--- src/rtl/vga_sync_gen.sv ---
// vga_sync_gen: parameterised VGA raster timing generator.
// Counts pixels and lines, and produces hsync/vsync/blank plus
// line/frame start strobes for the downstream sprite and paddle renderers.
// All registered outputs are computed from next-state counter values, so
// sync, blank and the strobes line up with the hcount/vcount of the same cycle.

module vga_sync_gen #(
  parameter int   H_ACTIVE = 800,
  parameter int   H_FP     = 56,
  parameter int   H_SYNC   = 120,
  parameter int   H_BP     = 64,
  parameter int   V_ACTIVE = 600,
  parameter int   V_FP     = 37,
  parameter int   V_SYNC   = 6,
  parameter int   V_BP     = 23,
  parameter logic HS_POL   = 1'b1,
  parameter logic VS_POL   = 1'b1,
  parameter int   CLK_DIV  = 1
) (
  input  logic        clk,
  input  logic        rst,
  output logic [11:0] hcount,
  output logic [10:0] vcount,
  output logic        hsync,
  output logic        vsync,
  output logic        blank,
  output logic        pix_en,
  output logic        line_start,
  output logic        frame_start
);

  // Derived raster totals
  localparam int H_TOTAL = H_ACTIVE + H_FP + H_SYNC + H_BP;
  localparam int V_TOTAL = V_ACTIVE + V_FP + V_SYNC + V_BP;

  // Sized decode constants so every compare is width-matched
  localparam logic [11:0] H_LAST    = 12'(H_TOTAL - 1);
  localparam logic [11:0] H_VIS_END = 12'(H_ACTIVE);
  localparam logic [11:0] HS_FIRST  = 12'(H_ACTIVE + H_FP);
  localparam logic [11:0] HS_LAST   = 12'(H_ACTIVE + H_FP + H_SYNC - 1);

  localparam logic [10:0] V_LAST    = 11'(V_TOTAL - 1);
  localparam logic [10:0] V_VIS_END = 11'(V_ACTIVE);
  localparam logic [10:0] VS_FIRST  = 11'(V_ACTIVE + V_FP);
  localparam logic [10:0] VS_LAST   = 11'(V_ACTIVE + V_FP + V_SYNC - 1);

  localparam logic [3:0]  DIV_LAST  = 4'(CLK_DIV - 1);

  // Elaboration-time sanity checks on the mode parameters
  if (H_TOTAL > 4096) begin : g_err_htotal
    $error("vga_sync_gen: H_TOTAL=%0d does not fit the 12-bit hcount", H_TOTAL);
  end
  if (V_TOTAL > 2048) begin : g_err_vtotal
    $error("vga_sync_gen: V_TOTAL=%0d does not fit the 11-bit vcount", V_TOTAL);
  end
  if (H_ACTIVE < 1 || H_FP < 1 || H_SYNC < 1 || H_BP < 1) begin : g_err_hparam
    $error("vga_sync_gen: horizontal active/porch/sync parameters must be non-zero");
  end
  if (V_ACTIVE < 1 || V_FP < 1 || V_SYNC < 1 || V_BP < 1) begin : g_err_vparam
    $error("vga_sync_gen: vertical active/porch/sync parameters must be non-zero");
  end
  if (CLK_DIV < 1 || CLK_DIV > 16) begin : g_err_div
    $error("vga_sync_gen: CLK_DIV=%0d outside 1..16", CLK_DIV);
  end

  logic [3:0]  dcnt;
  logic        h_wrap;
  logic        v_wrap;
  logic [11:0] h_next;
  logic [10:0] v_next;
  logic        hs_active_next;
  logic        vs_active_next;
  logic        blank_next;

  // Pixel enable is a pure decode of the registered divider count
  assign pix_en = (dcnt == DIV_LAST);

  // Clock divider: counts clk cycles within one pixel period and wraps on pix_en
  always_ff @(posedge clk or posedge rst) begin
    if (rst) begin
      dcnt <= 4'd0;
    end else if (pix_en) begin
      dcnt <= 4'd0;
    end else begin
      dcnt <= dcnt + 4'd1;
    end
  end

  // Next-state raster position, including line and frame wrap detection
  always_comb begin
    h_wrap = pix_en && (hcount == H_LAST);
    v_wrap = h_wrap && (vcount == V_LAST);
    h_next = hcount;
    v_next = vcount;
    if (pix_en) begin
      if (h_wrap) begin
        h_next = 12'd0;
      end else begin
        h_next = hcount + 12'd1;
      end
    end
    if (h_wrap) begin
      if (v_wrap) begin
        v_next = 11'd0;
      end else begin
        v_next = vcount + 11'd1;
      end
    end
  end

  // Sync and blank windows decoded from the next position so they register in step
  always_comb begin
    hs_active_next = (h_next >= HS_FIRST) && (h_next <= HS_LAST);
    vs_active_next = (v_next >= VS_FIRST) && (v_next <= VS_LAST);
    blank_next     = (h_next >= H_VIS_END) || (v_next >= V_VIS_END);
  end

  // Raster counters and aligned timing outputs; async reset restarts at (0,0)
  always_ff @(posedge clk or posedge rst) begin
    if (rst) begin
      hcount      <= 12'd0;
      vcount      <= 11'd0;
      hsync       <= ~HS_POL;
      vsync       <= ~VS_POL;
      blank       <= 1'b0;
      line_start  <= 1'b0;
      frame_start <= 1'b0;
    end else begin
      hcount      <= h_next;
      vcount      <= v_next;
      hsync       <= hs_active_next ? HS_POL : ~HS_POL;
      vsync       <= vs_active_next ? VS_POL : ~VS_POL;
      blank       <= blank_next;
      line_start  <= h_wrap;
      frame_start <= v_wrap;
    end
  end

endmodule

--- config.mk ---
export PLATFORM = sky130hd
export DESIGN_NAME = vga_sync_gen
export DESIGN_NICKNAME = d
export VERILOG_FILES = /design/src/rtl/vga_sync_gen.sv
export SDC_FILE = /design/constraint.sdc
export NUM_CORES = 1
export LEC_CHECK = 0
export ABC_AREA = 1
export BUFFER_PORTS_ARGS = -buffer_cell sky130_fd_sc_hd__buf_2
export CAP_MARGIN = 0
export CORE_UTILIZATION = 50
export DETAILED_ROUTE_END_ITERATION = 16
export GPL_TIMING_DRIVEN = 0
export PLACE_DENSITY = 0.73
export SYNTH_ARGS = -nofsm -noshare
export SYNTH_HDL_FRONTEND = slang
export SYNTH_SLANG_ARGS = --single-unit
--- constraint.sdc ---
create_clock -name clk -period 3.6 [get_ports clk]
set_input_delay 0.36 -clock clk [delete_from_list [all_inputs] [get_ports clk]]
set_output_delay 0.36 -clock clk [all_outputs]
set_load 0.01 [all_outputs]
==> impl_metrics.ini, run 1 <==
[status]
status = complete, no violations

[timing]
finalSetupTns_ns = 0
finClkSkew_ns = 0.008463
fin_crit_ns = 2.116
hold_viol = 0
slew_headroom_pct = 70.32
slew_viol_final = 0
setup_viol = 0
timing.final.crit_share_pct = 58.78
max_freq_mhz = 472.6
worst_pin_slew_ns = 0.4447
rsz0062_at_grt = false

[cts]
clk_path_buf_depth = 2
hold_buffers = 0
cts_root_buffer = clkbuf_8
clkTransAtPathRegs_ns = 0.07
cts.sinks = 32
post_cts_buffers = 0
cts_htree_levels = 2
cts_tree = done
clk_latency_ns = 0.29
cts-resized-gates = 0
cts_buffers = 5

[die]
fp.dieW_um = 65.69
initial_core_util_pct = 53.78
num_rows = 22
die_h_um = 65.69
core_sq_um = 3771
io_pins = 31
die_area_sq_um = 4315

[power_and_ir_drop]
ir_drop_mv = 0.2329
pwr_density_cell_nw_per_um2 = 299.4
leakage_nw = 1.358

[logic_synthesis]
syn_avg_cell_area_sq_um = 6.829
yosysSeqAreaShare_pct = 39.48
syn_inst = 297
ys_ff_latch = 32
netlist_area_sq_um = 2028
syn_nets = 304
yosysUniqueCellTypes = 23
yosys_warnings = 0

[placement]
routabilityCongestion = 0.9266
hpwl_um = 3416
io_buffers = 30

[global_route]
grt_util_all_layers_pct = 23.83
grt_pass1_vias = 1694
grt_max_degree = 33
grt_pass1_wl_um = 7659
antenna_found_initial = 0
grt_overflow = 0

[finish]
area_growth_syn_to_layout_pct = 17.03
drive_gt1_share_pct = 17.56
fillers = 364
postLayoutCoreUtil_pct = 62.94
final_nets = 342
diodes = 0

[critical_path]
startpoint_type = register
path_max_fanout = 8
worstPathArrival_ns = 2.33
crit_type = reg2reg
cp-end-kind = register
worstPathRequired_ns = 3.82

[detailed_routing]
vias = 1881
detail-route-antenna-nets = 0
drc_errors = 0
drt_wl_total_um = 4494
avgRoutedWirePerCell_um = 11.70
avgViaCountPerCell = 4.898
firstDrtPassIters = 4
initialDrtViolationCount = 133

[hold_path]
worst_hold_path_type = in2async

[run]
maxCapViolCount = 0
## final timing paths
check | start | end | slack, ns | cells past startpoint
min | rst | vcount[4] | 0.06 | 2
max | hcount[0] | vsync | 1.48 | 13
max in group asynchronous | rst | vcount[6] | 3.07 | 3
min in group clk | dcnt[0] | dcnt[0] | 0.52 | 1
max reg2reg | hcount[0] | vsync | 1.48 | 13
min reg2reg | dcnt[0] | dcnt[0] | 0.52 | 1
## logic make-up (layout without fill, tap and decap cells)
| group | count (synthesis) | count (layout) | synth area share (%) |
|---|---|---|---|
| xor gates and xnor gates | 8 | 8 | 3.455 |
| buffers and inverters | 56 | 95 | 10.49 |
| adders and majority gates | 5 | 5 | 3.085 |
| and+or+nand+nor | 184 | 184 | 40.53 |
| AOI/OAI and AO/OA | 12 | 12 | 2.961 |
| DFF | 32 | 32 | 39.48 |
## cells in the final DEF, fill, tap and decap left out
master and n:
inv_2 5, buf_2 32, xnor2_1 2, nand3b_1 3, nand4_1 6, clkinv_2 1, nor2_2 5, nor2_1 38
inv_1 48, clkinv_1 1, dfrtp_1 32, xor2_1 6, nand2_1 96, nor2_4 2, nor2_8 1, nand2_2 3
o21ai_0 6, ha_1 5, nand3_2 2, nand3_1 25, bufinv_16 1, a21oi_1 5, clkbuf_1 1, o21ai_1 1
nor3_1 2, clkbuf_8 5, buf_16 1, nand2_4 1
## layout make-up
class	instances	area [sq um]	area share (%)
Sequential cell	32	800.8	33.74
Timing Repair Buffer	31	177.7	7.485
Inverter	54	202.7	8.540
Clock buffer	6	72.57	3.057
Clock inverter	2	35.03	1.476
Multi-Input combinational cell	209	1015	42.75
Tap cell	48	60.06	2.530
Buffer	2	10.01	0.4217
## critical path, cell delays in order (launching register included)
cell,delay [ns]
dfrtp_1,0.40
ha_1,0.28
nand3_2,0.13
nor2_4,0.25
nand2_4,0.14
nor2_4,0.11
nand2_2,0.06
nand2_1,0.06
nand2_1,0.05
nor2_2,0.15
nand2_1,0.07
nor2_1,0.16
nand2_1,0.09
nor2_2,0.10
## state kept, by name, summed over array words and instances (netlist names)
name         cells
dcnt             4
blank            1
vsync            1
hcount          12
line_start       1
frame_start      1
vcount          11
hsync            1
## cell usage after synthesis
cell type	n	share of area (%)
clkinv_1	1	0.18
nand3_1	25	6.2
buf_2	2	0.49
inv_2	5	0.93
nor2_1	38	7.0
nor2_4	2	1.1
dfrtp_1	32	39
nand3_2	2	0.99
xor2_1	6	2.6
nand2_1	96	18
nor3_1	2	0.49
nor2_8	1	0.99
a21oi_1	5	1.2
o21ai_0	6	1.5
nand4_1	6	1.9
nand2_2	3	0.93
o21ai_1	1	0.25
xnor2_1	2	0.86
nand2_4	1	0.56
inv_1	48	8.9
nand3b_1	3	1.1
nor2_2	5	1.5
ha_1	5	3.1
## stage by stage
step	std cells	hold slack [ns]	setup slack, ns	instance area [sq um]	total power, mW
final	384	0.06139	1.484	2374	0.7106
after global routing	384	0.07886	1.271	2374	0.7345
after CTS	383	0.4388	1.515	2346	0.7165
after detailed placement	375	0.5073	1.525	2238	0.3742
after global placement	375	0.4866	1.561	2238	0.3741
after floorplan	297	0.4547	1.823	2028	0.3716
## report_power, final
group	switching (mW)	total [mW]	leakage, nW	internal (mW)
Sequential	0	0.359	0.433	0.359
Clock	0.135	0.340	0.0552	0.205
Combinational	0.00753	0.0110	0.870	0.00347
Total	0.142	0.711	1.36	0.568
## routing by layer
layer,GRT usage [%],up-vias,wire [um]
li1,-,983,-
met1,31.72,842,2157
met2,37.50,50,2077
met3,5.382,6,204
met4,8.696,0,55
met5,0,-,0
Note: power is estimated with default switching activity, not from simulation.
==> run 2: changes to the inputs <==
--- a/config.mk
+++ b/config.mk
@@ -5,7 +5,7 @@
 export SDC_FILE = /design/constraint.sdc
 export NUM_CORES = 1
 export LEC_CHECK = 0
-export ABC_AREA = 1
+export ABC_AREA = 0
 export BUFFER_PORTS_ARGS = -buffer_cell sky130_fd_sc_hd__buf_2
 export CAP_MARGIN = 0
 export CORE_UTILIZATION = 50
==> constraint.sdc (replaced) <==
create_clock -name clk -period 2.13 [get_ports clk]
set_input_delay 0.213 -clock clk [delete_from_list [all_inputs] [get_ports clk]]
set_output_delay 0.213 -clock clk [all_outputs]
set_load 0.01 [all_outputs]
==> impl_metrics.ini, run 2 <==
[timing]
max_freq_mhz = 400.5
worst_pin_slew_ns = 0.5397
fin_worst_hold_slack_ns = 0.4528
timing.final.crit_share_pct = 117.2
slew_headroom_pct = 63.76
finClkSkew_ns = 0.004618
setup_viol = 4
finalSetupTns_ns = -0.8837
layout_setup_ws_ns = -0.3668
slew_viol_final = 0
hold_viol = 0
rsz0062_at_grt = true
fin_crit_ns = 2.497

[global_route]
antenna_found_initial = 0
grt_pass1_wl_um = 7707
grt_pass1_vias = 1641
grt_max_degree = 33
grt_overflow = 0
grt_util_all_layers_pct = 24.84

[critical_path]
startpoint = dcnt[0]
path_max_fanout = 6
worst-path-stages = 8
worstPathArrival_ns = 2.66
reg2reg_depth = 8
path_delay_family = simple AND/OR/NAND/NOR gates
reg2reg_from = dcnt[0]
slowest_delay_ns = 0.46
endpoint = blank
cp-end-kind = register
crit_path_frequent_cell = or3b_4
crit_buf_inv = 1
startpoint_type = register
worstPathRequired_ns = 2.29
worstReg2RegEnd = blank
r2r_setup_slack_ns = -0.37
path_cells = inv_1 > ha_2 > or3b_4 > or3_4 > xnor2_4 > or3b_4 > a221oi_2 > nand3_1
crit_type = reg2reg
slowest_stage = or3b_4

[hold_path]
worst_hold_path_type = in2async

[logic_synthesis]
netlist_area_sq_um = 1913
synthTopCellsByArea = dfrtp_1, xnor2_1, nand2_1
synth_top_family_by_area = simple AND/OR/NAND/NOR gates
syn_nets = 213
syn_inst = 206
yosys_warnings = 0
async_reset_ff_share_pct = 100.0
yosysSeqAreaShare_pct = 41.86
synthTopCellsByCount = dfrtp_1, nand2_1, inv_1, nand3_1, xnor2_1
synthAdderAreaFrac_pct = 3.270
synth.top_cell.area_share_pct = 41.86
synth_compound_area_share_pct = 14.39
synth-xor-area-share_pct = 6.867
ys_ff_latch = 32
yosys.area_share.simple_pct = 26.36
synth.area.mux_share_pct = 1.635
synth_area_leader_cell = dfrtp_1
yosysUniqueCellTypes = 53
syn_avg_cell_area_sq_um = 9.287
ys.flop_type = dfrtp_1
synth_edf_count = 0
yosysMostFrequentCell = dfrtp_1

[cts]
cts_tree = done
cts_htree_levels = 2
cts_buffers = 5
clk_path_buf_depth = 2
clkTransAtPathRegs_ns = 0.06
cts.sinks = 32
cts_root_buffer = clkbuf_8
clk_latency_ns = 0.29

[placement]
io_buffers = 30
pre_cts_ws_ns = -0.4209
hpwl_um = 2967
place_area_sq_um = 2146
routabilityCongestion = 0.9038

[status]
status = complete, but fails checks
violations = negative setup slack

[die]
io_pins = 31
fp.dieW_um = 63.86
die_h_um = 63.86
num_rows = 22
initial_core_util_pct = 52.26
core_sq_um = 3661
die_area_sq_um = 4077

[detailed_routing]
vias = 1870
initialDrtViolationCount = 113
drt_wl_total_um = 4972
detail-route-antenna-nets = 0
firstDrtPassIters = 4
avgRoutedWirePerCell_um = 15.88
drc_errors = 0
avgViaCountPerCell = 5.974

[finish]
diodes = 0
final_nets = 272
drive_gt1_share_pct = 33.96
layout_commonest_cell = dfrtp_1
area_growth_syn_to_layout_pct = 36.49
top_register = hcount
top_regs = hcount: 12 flops, vcount: 11 flops, dcnt: 4 flops
largest_reg_flops = 12
fin_area_sq_um = 2611
mostFrequentLayoutCells = dfrtp_1, buf_2, nand2_1

[power_and_ir_drop]
ir_drop_mv = 0.3040
leakage_nw = 1.160
pwr_density_cell_nw_per_um2 = 436.6

[run]
maxCapViolCount = 0
run 2: changes by cell type after synthesis, moves of 6 or more:
cell,before,now
clkbuf_1,0,6
inv_1,48,13
nand2_1,96,19
nand3_1,25,13
nor2_1,38,12
xnor2_1,2,13
run 2: cell type report:
class	count	area (sq um)
Clock buffer	7	96.34
Fill cell	279	1050
Buffer	7	38.79
Timing Repair inverter	1	5.005
Multi-Input combinational cell	151	1157
Timing Repair Buffer	52	371.6
Tap cell	48	60.06
Sequential cell	32	800.8
Inverter	15	81.33
run 2: timing repair:
item / CTS / global route
hold buffers: 0 / 1
endpoints found under the hold margin: 0 / 7
endpoints found under the setup margin: 12 / 12
gates resized for setup: 13 / 23
setup buffers: 5 / 14
pin swaps: 9 / 8
gates cloned: 0 / 2
run 2: power breakdown:
part / switching, mW / leakage (nW) / internal (mW)
sequential: 0 / 0.433 / 0.608
clock: 0.225 / 0.0503 / 0.288
combinational: 0.0131 / 0.677 / 0.00705
total: 0.238 / 1.16 / 0.902
run 2: how the worst min path moves through the flow:
stage / cells after the start / endpoint / slack, ns
6_report: 3 / vcount[0] / 0.45
5_1_grt: 3 / vsync / 0.48
4_1_cts: 2 / hcount[5] / 0.29
3_5_place_dp: 1 / dcnt[0] / 0.49
3_3_place_gp: 1 / dcnt[0] / 0.47
2_1_floorplan: 1 / blank / 0.33
run 2: kinds of logic (layout without fill, tap and decap cells):
kind of cell / after synthesis / count (layout)
muxes: 3 / 3
and+or+nand+nor: 88 / 88
DFF: 32 / 32
adders and majority gates: 5 / 5
xor gates and xnor gates: 15 / 15
buffers and inverters: 23 / 82
AOI/OAI and AO/OA: 40 / 40
run 2: metrics by stage:
step | total power [mW] | std cells | utilization, %
floorplan | 0.6280 | 206 | -
global placement | 0.6323 | 284 | 58.61
detailed placement | 0.6324 | 284 | 58.61
CTS | 1.142 | 296 | 63.67
global route | 1.169 | 313 | 71.33
finish | 1.140 | 313 | 71.33
run 2: per-layer routing:
layer / vias up / global-route usage (%) / routed length [um]
li1: 866 / - / -
met2: 75 / 40.16 / 2493
met1: 911 / 30.70 / 2073
met5: - / 0 / 0
met3: 18 / 6.071 / 265
met4: 0 / 12.50 / 139
run 2: tightest hold or removal path, cell delays in order:
cell,delay (ns)
dlygate4sd3_1,0.52
buf_2,0.12
inv_1,0.31
